`src/rtl/alu_retire_stage.sv`:
```
// Execute-to-writeback stage behind the SPARCv8 integer ALU: retires one result per
// instruction, owns the architectural ICC/Y registers and turns ALU faults into precise traps.
module alu_retire_stage #(
  parameter logic [7:0] TT_DIV_ZERO = 8'h2A,
  parameter logic [7:0] TT_TAG_OVF  = 8'h0A,
  parameter logic [3:0] ICC_RESET   = 4'h0
) (
  input  logic        clk,
  input  logic        rst_n,
  input  logic        in_valid,
  output logic        in_ready,
  input  logic [5:0]  in_opcode,
  input  logic [4:0]  in_rd_addr,
  input  logic [31:0] in_pc,
  input  logic [31:0] alu_rd,
  input  logic [3:0]  alu_icc,
  input  logic [31:0] alu_y,
  input  logic        alu_div_zero,
  input  logic        alu_tag_ovf,
  output logic        rf_we,
  output logic [4:0]  rf_waddr,
  output logic [31:0] rf_wdata,
  input  logic        rf_gnt,
  output logic [3:0]  icc_cur,
  output logic [31:0] y_cur,
  output logic        trap_req,
  output logic [7:0]  trap_tt,
  output logic [31:0] trap_pc,
  input  logic        trap_ack,
  input  logic        et,
  output logic        error_mode
);

  // The op3 groups 0x1x and 0x20..0x24 all set the condition codes.
  function automatic logic is_cc_writer(input logic [5:0] op);
    logic r;
    r = 1'b0;
    if (op[5:4] == 2'b01) begin
      r = 1'b1;
    end else if ((op[5:3] == 3'b100) && (op[2:0] <= 3'd4)) begin
      r = 1'b1;
    end else begin
      r = 1'b0;
    end
    return r;
  endfunction

  function automatic logic is_y_writer(input logic [5:0] op);
    logic r;
    case (op)
      6'h0A, 6'h0B, 6'h1A, 6'h1B, 6'h24: r = 1'b1;
      default:                           r = 1'b0;
    endcase
    return r;
  endfunction

  logic        v_r;
  logic [5:0]  opcode_r;
  logic [4:0]  rd_r;
  logic [31:0] data_r;
  logic [3:0]  icc_in_r;
  logic [31:0] y_in_r;
  logic [7:0]  tt_r;
  logic        trap_r;
  logic [31:0] pc_r;
  logic [3:0]  icc_r;
  logic [31:0] y_r;
  logic        err_r;

  logic        rf_we_s;
  logic        retire_s;
  logic        trap_req_s;
  logic        trap_take_s;
  logic        in_ready_s;
  logic        accept_s;
  logic [3:0]  icc_cur_s;
  logic [31:0] y_cur_s;

  // Handshake, retire and forwarding decode; everything derives from stage registers and rf_gnt.
  always_comb begin
    rf_we_s     = v_r && !trap_r && (rd_r != 5'd0);
    retire_s    = v_r && !trap_r && (!rf_we_s || rf_gnt);
    trap_req_s  = v_r && trap_r;
    trap_take_s = trap_req_s && trap_ack;
    in_ready_s  = !err_r && (!v_r || retire_s);
    accept_s    = in_valid && in_ready_s;
    if (retire_s && is_cc_writer(opcode_r)) begin
      icc_cur_s = icc_in_r;
    end else begin
      icc_cur_s = icc_r;
    end
    if (retire_s && is_y_writer(opcode_r)) begin
      y_cur_s = y_in_r;
    end else begin
      y_cur_s = y_r;
    end
  end

  assign in_ready   = in_ready_s;
  assign rf_we      = rf_we_s;
  assign rf_waddr   = rd_r;
  assign rf_wdata   = data_r;
  assign icc_cur    = icc_cur_s;
  assign y_cur      = y_cur_s;
  assign trap_req   = trap_req_s;
  assign trap_tt    = trap_req_s ? tt_r : 8'h00;
  assign trap_pc    = trap_req_s ? pc_r : 32'h0000_0000;
  assign error_mode = err_r;

  // Single-entry stage: capture on accept, drop on retire or taken trap.
  always_ff @(posedge clk or negedge rst_n) begin
    if (!rst_n) begin
      v_r      <= 1'b0;
      opcode_r <= 6'd0;
      rd_r     <= 5'd0;
      data_r   <= 32'd0;
      icc_in_r <= 4'd0;
      y_in_r   <= 32'd0;
      tt_r     <= 8'd0;
      trap_r   <= 1'b0;
      pc_r     <= 32'd0;
    end else if (accept_s) begin
      v_r      <= 1'b1;
      opcode_r <= in_opcode;
      rd_r     <= in_rd_addr;
      data_r   <= alu_rd;
      icc_in_r <= alu_icc;
      y_in_r   <= alu_y;
      trap_r   <= alu_div_zero || alu_tag_ovf;
      pc_r     <= in_pc;
      if (alu_div_zero) begin
        tt_r <= TT_DIV_ZERO;
      end else if (alu_tag_ovf) begin
        tt_r <= TT_TAG_OVF;
      end else begin
        tt_r <= 8'd0;
      end
    end else if (retire_s || trap_take_s) begin
      v_r <= 1'b0;
    end else begin
      v_r <= v_r;
    end
  end

  // Architectural ICC/Y commit on retire; error mode latches when a trap is taken with ET clear.
  always_ff @(posedge clk or negedge rst_n) begin
    if (!rst_n) begin
      icc_r <= ICC_RESET;
      y_r   <= 32'd0;
      err_r <= 1'b0;
    end else begin
      if (retire_s && is_cc_writer(opcode_r)) begin
        icc_r <= icc_in_r;
      end
      if (retire_s && is_y_writer(opcode_r)) begin
        y_r <= y_in_r;
      end
      if (trap_take_s && !et) begin
        err_r <= 1'b1;
      end
    end
  end

endmodule

```
`config.mk`:
```
export PLATFORM = sky130hd
export DESIGN_NAME = alu_retire_stage
export DESIGN_NICKNAME = d
export VERILOG_FILES = /design/src/rtl/alu_retire_stage.sv
export SDC_FILE = /design/constraint.sdc
export NUM_CORES = 1
export LEC_CHECK = 0
export CAP_MARGIN = 10
export CORE_MARGIN = 8
export CORE_UTILIZATION = 45
export DETAILED_ROUTE_END_ITERATION = 10
export GPL_ROUTABILITY_DRIVEN = 0
export HOLD_SLACK_MARGIN = 0.08
export MAX_ROUTING_LAYER = met4
export PLACE_DENSITY_LB_ADDON = 0.3
export SYNTH_ARGS = -nofsm -noshare
export SYNTH_HDL_FRONTEND = slang
export SYNTH_SLANG_ARGS = --single-unit
```
`constraint.sdc`:
```
create_clock -name clk -period 2.4 [get_ports clk]
set_clock_uncertainty 0.15 [all_clocks]
set_input_delay 0.24 -clock clk [delete_from_list [all_inputs] [get_ports clk]]
set_output_delay 0.24 -clock clk [all_outputs]
set_load 0.1 [all_outputs]
```
# --- Word level (Yosys, flattened, before mapping) ---
# Cells that the tools add are included.
op_classes:
  add_sub_neg: 0
  multipliers: 0
  div_mod_pow: 0
  magnitude_cmp: 1
  eq_ne: 7
  shifts: 0
  n_mux: 11
  n_bitwise: 0
  n_reduce_logical: 23
op_table:
  columns: ["op", "n"]
  rows:
  - ["$mux W32", 2]
  - ["$eq A6 B4 Y1 const B", 2]
  - ["$eq A6 B5 Y1 const B", 2]
  - ["$logic_and A1 B1 Y1", 11]
  - ["$mux W4", 2]
  - ["$mux W8", 1]
  - ["$eq A6 B6 Y1 const B", 1]
  - ["$mux W6", 1]
  - ["$logic_not A1 Y1", 5]
  - ["$mux W1", 5]
  - ["$reduce_bool A5 Y1", 1]
  - ["$reduce_or A5 Y1", 1]
  - ["$logic_or A1 B1 Y1", 4]
  - ["$eq A3 B3 Y1 const B", 1]
  - ["$le A3 B3 Y1 const B", 1]
  - ["$eq A2 B1 Y1 const B", 1]
  - ["$reduce_bool A2 Y1", 1]
totals:
  regBits: 158
  latch_bits: 0
  mem_bits_rw: 0
  mem_bits_ro: 0
  input_bits: 119
  output_inout_bits: 117
  elab_cells: 54
  n_memories: 0

# --- Longest topological paths before layout ---
logic_depth:
  depth_word: 10
  mapped_depth: 7
  mapped_depth_nobuf: 4

# --- Least setup slack after synthesis ---
# Ideal clock, no wire load.
synth_timing:
  kind: "register to output"
  from: "reg rd_r[1], in the netlist rf_waddr[1]"
  to: "out rf_we"
  t_arrival_ns: 2.612
  required_time_ns: 2.010
  setup_slack_ns: -0.602
  path_stages_with_launch: 3
  n_path_buf: 0
  cell_sequence: "dfrtp_1 nor2_1 a21oi_1"
synth_between:
  elab_chain_cells: 2
synth_rtl:
  columns: ["element", "line", "rtl"]
  rows:
  - ["start: declaration", "59", "logic [4:0] rd_r;"]
  - ["start signal: assignment", "125", "rd_r <= in_rd_addr;"]
  - ["$reduce_bool A5 Y1", "81", "rf_we_s = v_r && !trap_r && (rd_r != 5'd0);"]
  - ["$logic_and A1 B1 Y1", "81", null]
  - ["end: declaration", "20", "output logic rf_we,"]
# No other way between the ends.

# --- Final worst setup path ---
layout_timing:
  from: "reg rd_r[0], in the netlist rf_waddr[0]"
  to: "out y_cur[23]"
layout_between:
  elab_chain_cells: 7
layout_rtl:
  columns: ["element", "line", "rtl"]
  rows:
  - ["$reduce_bool A5 Y1", "81", null]
  - ["$logic_and A1 B1 Y1", "81", null]
  - ["$logic_not A1 Y1", "82", "retire_s = v_r && !trap_r && (!rf_we_s || rf_gnt);"]
  - ["$logic_or A1 B1 Y1", "82", null]
  - ["$logic_and A1 B1 Y1", "82", null]
  - ["$logic_and A1 B1 Y1", "92", "if (retire_s && is_y_writer(opcode_r)) begin"]
  - ["$mux W32", null, null]
  - ["end: declaration", "25", "output logic [31:0] y_cur,"]
# No other way between the ends.

==> impl_results.md <==
- Sequential Area: 3791 µm²
- Ant. Diodes: 0
- Sequential area share after synthesis: 0.5923
- CTS tree: built
- Final min period: ~2.7 ns
- Routed length per instance: about 22 µm
- Max Cap Violations: 0
- Core Area: ~14000 µm²
- Synth top cells by count: dfrtp_1, mux2_2, mux2_4
- Routed vias/inst: 5.042
- Worst path bufs/invs: 3
- Overall die height: between 100 and 150 µm
- # IOs: 236
- Number of enable flip-flop cells after synthesis: 0
- DP Wirelength: between 10000 and 15000 µm
- Final ANT Viol Nets: 0
- Vias: 4220
- Setup repair after global routing missed its margin: true
- Largest net degree at the start of global routing: 61
- Number of unique standard cell types used by synthesis: 28
- Period utilisation layout: 1.106
- Async SR Flop Fraction: 1.000
- Slowest stage cell, crit path: dfrtp_2
- Crit. End Element: output port
- Failing checks: setup timing
- Cell taking the most area after synthesis: dfrtp_1
- Syn Area/Cell: between 15 and 20 µm²
- Clock latency on the worst-skew pair: 0.41 ns
- Most frequent cell after synthesis: dfrtp_1
- Top FF cell, synth: dfrtp_1
- Final Hold Viols: 0
- Post-DP Area: 9503 µm²
- Post-synthesis cell area: 6380 µm²
- Worst Reg-to-Reg Cells: 7
- Post-Synthesis Cells: a little under 400
- Crit path required time: 2.01 ns
- CTS max path bufs: 2
- Clock transition at path regs: 0.06 ns
- Synth warnings: 0
- Crit start category: register
- DRT iter0 DRCs: 203
- Starting Density: 0.4596
- Tightest Hold Check Type: in -> async
- Setup ws final: -0.2534 ns
- Max frequency: 0.3769 GHz
- CTS buffer count: 17
- Standard-cell rows: 43
- Synth-to-layout area growth: 65.66%
- Design area: approximately 11000 µm²
- CTS sink cnt: 151
- Grt total ovfl: 0
- Initial antenna violation count: 0
- Die area: 18240 µm²
- Share of layout cells above drive strength 1: 0.5160
- Largest delay share family, worst path: buffers and inverters
- Port Buffers: 230
- Multi-input logic area: ~2500 µm²
- Nets: about 760
- Data arrival, critical path: 2.26 ns
- CP Cell Sequence: nor3_4 > a21oi_4 > nor3_4 > buf_12 > clkbuf_16 > mux2_4 > buf_12
- Final hold slack: ~0.16 ns
- Slowest Stage Delay on Critical Path: 0.43 ns
- Worst R2R End: rf_wdata[25]
- CP Class: reg -> out
- Reg-to-Reg Start: rf_waddr[0]
- WL final: 18190 µm
- Final Setup Violations: 36
- DRC violations left: 0
- Outcome: complete, but fails checks
- Top post-synthesis cells by area: dfrtp_1, mux2_4, mux2_2
- Pre-antenna DRT Iters: 4
- Slew Viols, Final: 0
- First-pass GRT wire length: 27320 µm
- Die width: 135.1 µm
- H-tree Lvls: 4
- Crit-path max FO: 8
- Yosys top cell area share: 0.5923
- Vias in the first global route: 4873
- Worst reg-to-reg setup slack: 0.25 ns
- Filler cell count: 825
- Seq cells post-synth: roughly 150
- Root Driver: clkbuf_16
- Total track usage: 0.2011
cell usage in the layout (no fill, tap or decap), types with 2 or more instances in the layout:
cell type and n:
clkbuf_16 19, mux2_4 105, o21ai_0 2, buf_4 54, dfrtp_2 4, nor3_4 2
buf_16 2, dfrtp_1 145, nor2_1 3, inv_6 4, bufinv_16 6, conb_1 5
inv_1 3, and3_1 33, clkinv_2 2, a21oi_1 2, dfrtp_4 2, buf_12 81
clkdlybuf4s50_1 117, clkinv_4 2, mux2_2 43
metal layers:
layer | track usage | routed length (µm) | part of all wire | up-vias
met3 | 0.09324 | 1568 | 0.086 | 9
met1 | 0.2265 | 7176 | 0.39 | 2174
met5 | - | 0 | 0 | -
met2 | 0.3185 | 9313 | 0.51 | 158
li1 | - | - | - | 1879
met4 | 0.05120 | 133 | 0.0073 | 0
registers in the layout, summed over array words and instances (netlist names):
register	cells
error_mode	1
icc_in_r	4
icc_r	4
opcode_r	6
pc_r	32
rf_waddr	5
rf_wdata	32
tt_r	2
v_r	1
y_in_r	32
y_r	32
repair_timing:
action / CTS / global route
setup buffers: 2 / 11
hold buffers: 1 / 0
pin swaps: 3 / 4
gates resized for setup: 29 / 19
setup endpoints to repair: 36 / 36
cloned: 1 / 2
hold endpoints to repair: 151 / 0
metrics by stage:
stage	utilization	TNS (ns)	worst slack [ns]	instances
after floorplan	-	-7.116	-0.08964	396
after global placement	0.6846	0	0.06536	788
after detailed placement	0.6846	0	0.02812	788
after CTS	0.7463	-10.41	-0.3225	824
after global routing	0.7614	-11.43	-0.3506	837
final	0.7614	-7.981	-0.2534	837
cells by family after synthesis:
family	synth area share
buffers and inverters	0.04295
other	0.0005878
DFF	0.5923
muxes	0.3034
AOI/OAI and AO/OA	0.009610
and+or+nand+nor	0.05119
worst max path at each step:
stage,from,to,slack (ns),cells after the start
2_1_floorplan,rf_waddr[0],y_cur[10],-0.09,5
3_3_place_gp,rf_gnt,rf_wdata[25],0.07,6
3_5_place_dp,rf_gnt,rf_wdata[26],0.03,6
4_1_cts,opcode_r[5],y_cur[17],-0.32,7
5_1_grt,rf_waddr[0],y_cur[24],-0.35,7
6_report,rf_waddr[0],y_cur[23],-0.25,7
area by class of cell:
class,instances,share of cell area
clock buffers,18,0.04061
repair buffers,258,0.3145
flip-flops and latches,151,0.3587
inverters,3,0.001065
clock inverters,14,0.02297
multi-input cells,213,0.2408
well taps,180,0.02131
Power is not shown: default switching activity piles up to over one toggle a cycle in this logic, so the estimate is an artifact.
==> RTL change, RTL diff (same flow settings) <==
The parameter `TT_TAG_OVF` goes from 8'h0A to 8'h07.
--- a/src/rtl/alu_retire_stage.sv
+++ b/src/rtl/alu_retire_stage.sv
@@ -2,7 +2,7 @@
 // instruction, owns the architectural ICC/Y registers and turns ALU faults into precise traps.
 module alu_retire_stage #(
   parameter logic [7:0] TT_DIV_ZERO = 8'h2A,
-  parameter logic [7:0] TT_TAG_OVF  = 8'h0A,
+  parameter logic [7:0] TT_TAG_OVF  = 8'h07,
   parameter logic [3:0] ICC_RESET   = 4'h0
 ) (
   input  logic        clk,
Function: changed (a bounded check fails within 4 cycles, from zero or initial values and one cycle with rst_n low).
==> RTL change against the unedited design <==
- die area fell by 1.0%
- worst setup slack got worse by 0.055 ns
- routed wire length rose by 2.6%
- synthesized area fell by 1.2%
- non-clock buffer count rose by 13
- cell area rose by 0.97%
- sequential cell count rose by 1
- the flow still finishes with violations (negative setup slack)
- global-route usage rose by 1.6 points
- core utilization rose by 1.3 points
Power is left out: the tool's default activity adds up to more than one toggle a clock period on the data nets, which glitch-free logic cannot reach.
==> RTL change: results (changes against the unedited design) <==
Status
  • Status: finished, violations left
  • Failing checks: negative setup slack

Placed design
  • Pre-CTS WS: 0.04813 ns (+0.02001 ns)
  • DP HPWL: 12620 µm (+0.82%)
  • I/O Buffers: 232 (+0.87%)
  • Dpl cell area: 9598 µm² (+1.0%)
  • Placed Cells: 796 (+1.0%)

Logic synthesis
  • Synth Area in Compound Gates: 0.9724% (+0.011 points)
  • Synth Instances: 395 (+0.77%)
  • Post-synthesis sequential area ratio: 60.33% (+1.1 points)
  • Most frequent cells after synthesis: dfrtp_1, mux2_2, mux2_4, and3_1
  • Yosys cell types: 27 (-3.6%)
  • Top cells by area, synth: dfrtp_1, mux2_2, mux2_4

Global route
  • GRT Total Usage: 21.74% (+1.6 points)
  • Vias in the first global route: 4951 (+1.6%)
  • Pin count of the biggest net entering global routing: 66 (+8.2%)
  • First-pass GRT wire length: 29040 µm (+6.3%)

STA
  • Final setup violation count: 36 (unchanged)
  • Final WS setup: -0.3087 ns (-0.05530 ns)
  • Post-Route Setup TNS: -9.448 ns (-1.467 ns)

CTS
  • Inserted Clock Buffers: 17 (unchanged)
  • Clock Latency Late Sink: 0.43 ns (+0.02 ns)

Drt
  • Met2 wire length: 9481 µm (+1.8%)
  • Wire length on met1: 7228 µm (+0.72%)
  • Routed WL: 18660 µm (+2.6%)
  • DRC violation total after the first TritonRoute iteration: 236 (+16%)
  • Met3 routed WL: 1635 µm (+4.3%)
  • Vias/cell: 5.068 (+0.52%)
  • Drt wl/cell: 21.90 µm (+0.78%)

Setup path
  • CP Data Arrival Time: 2.32 ns (+0.06 ns)
  • CP max stage cell: dfrtp_1
  • Worst stage delay on the critical path: 0.40 ns (-0.03 ns)
  • Cell family with most CP delay: simple AND/OR/NAND/NOR gates

Final layout
  • Nets: 778 (+2.0%)
RTL change: cell count changes in the layout (fill, tap and decap cells not counted), moves of 2 or more:
cell / before / now
mux2_2: 43 / 54
mux2_4: 105 / 95
buf_4: 54 / 62
buf_12: 81 / 85
clkinvlp_4: 0 / 3
inv_6: 4 / 1
buf_6: 1 / 3
bufinv_16: 6 / 4
clkbuf_16: 19 / 17
conb_1: 5 / 3
RTL change: cell type report:
class                           instances  area [µm²]
Clock buffer                           19       442.9
Clock inverter                         13       193.9
Fill cell                             791        3102
Inverter                                3       11.26
Multi-Input combinational cell        214        2517
Sequential cell                       152        3816
Tap cell                              180       225.2
Timing Repair Buffer                  271        3465
RTL change: repair_timing:
item	in CTS	in global routing
pin swaps	6	3
setup endpoints to repair	36	36
gates resized for setup	51	0
endpoints found under the hold margin	152	0
setup buffers	15	5
cloned	3	0
hold buffers	1	0
RTL change: cell families (layout without fill, tap and decap cells):
logic type,after synthesis,in the layout
DFF,152,152
AOI/OAI and AO/OA,10,10
and+or+nand+nor,51,51
other,1,3
buffers and inverters,31,306
muxes,150,150
RTL change: worst paths after layout:
kind | startpoint | to | slack (ns) | depth (start not counted)
min | rst_n | y_r[0] | 0.14 | 2
max | opcode_r[2] | y_cur[0] | -0.31 | 7
max in group asynchronous | rst_n | rf_waddr[3] | 1.26 | 3
max reg2reg | rf_waddr[1] | y_in_r[5] | 0.23 | 7
min reg2reg | pc_r[22] | pc_r[22] | 0.35 | 1
min in group clk | alu_y[19] | y_in_r[19] | 0.27 | 2
RTL change: routing by layer:
layer / vias up / global-route usage, %
met1: 2208 / 23.89
li1: 1912 / -
met4: 0 / 7.673
met2: 175 / 35.23
met3: 23 / 8.639
met5: - / -
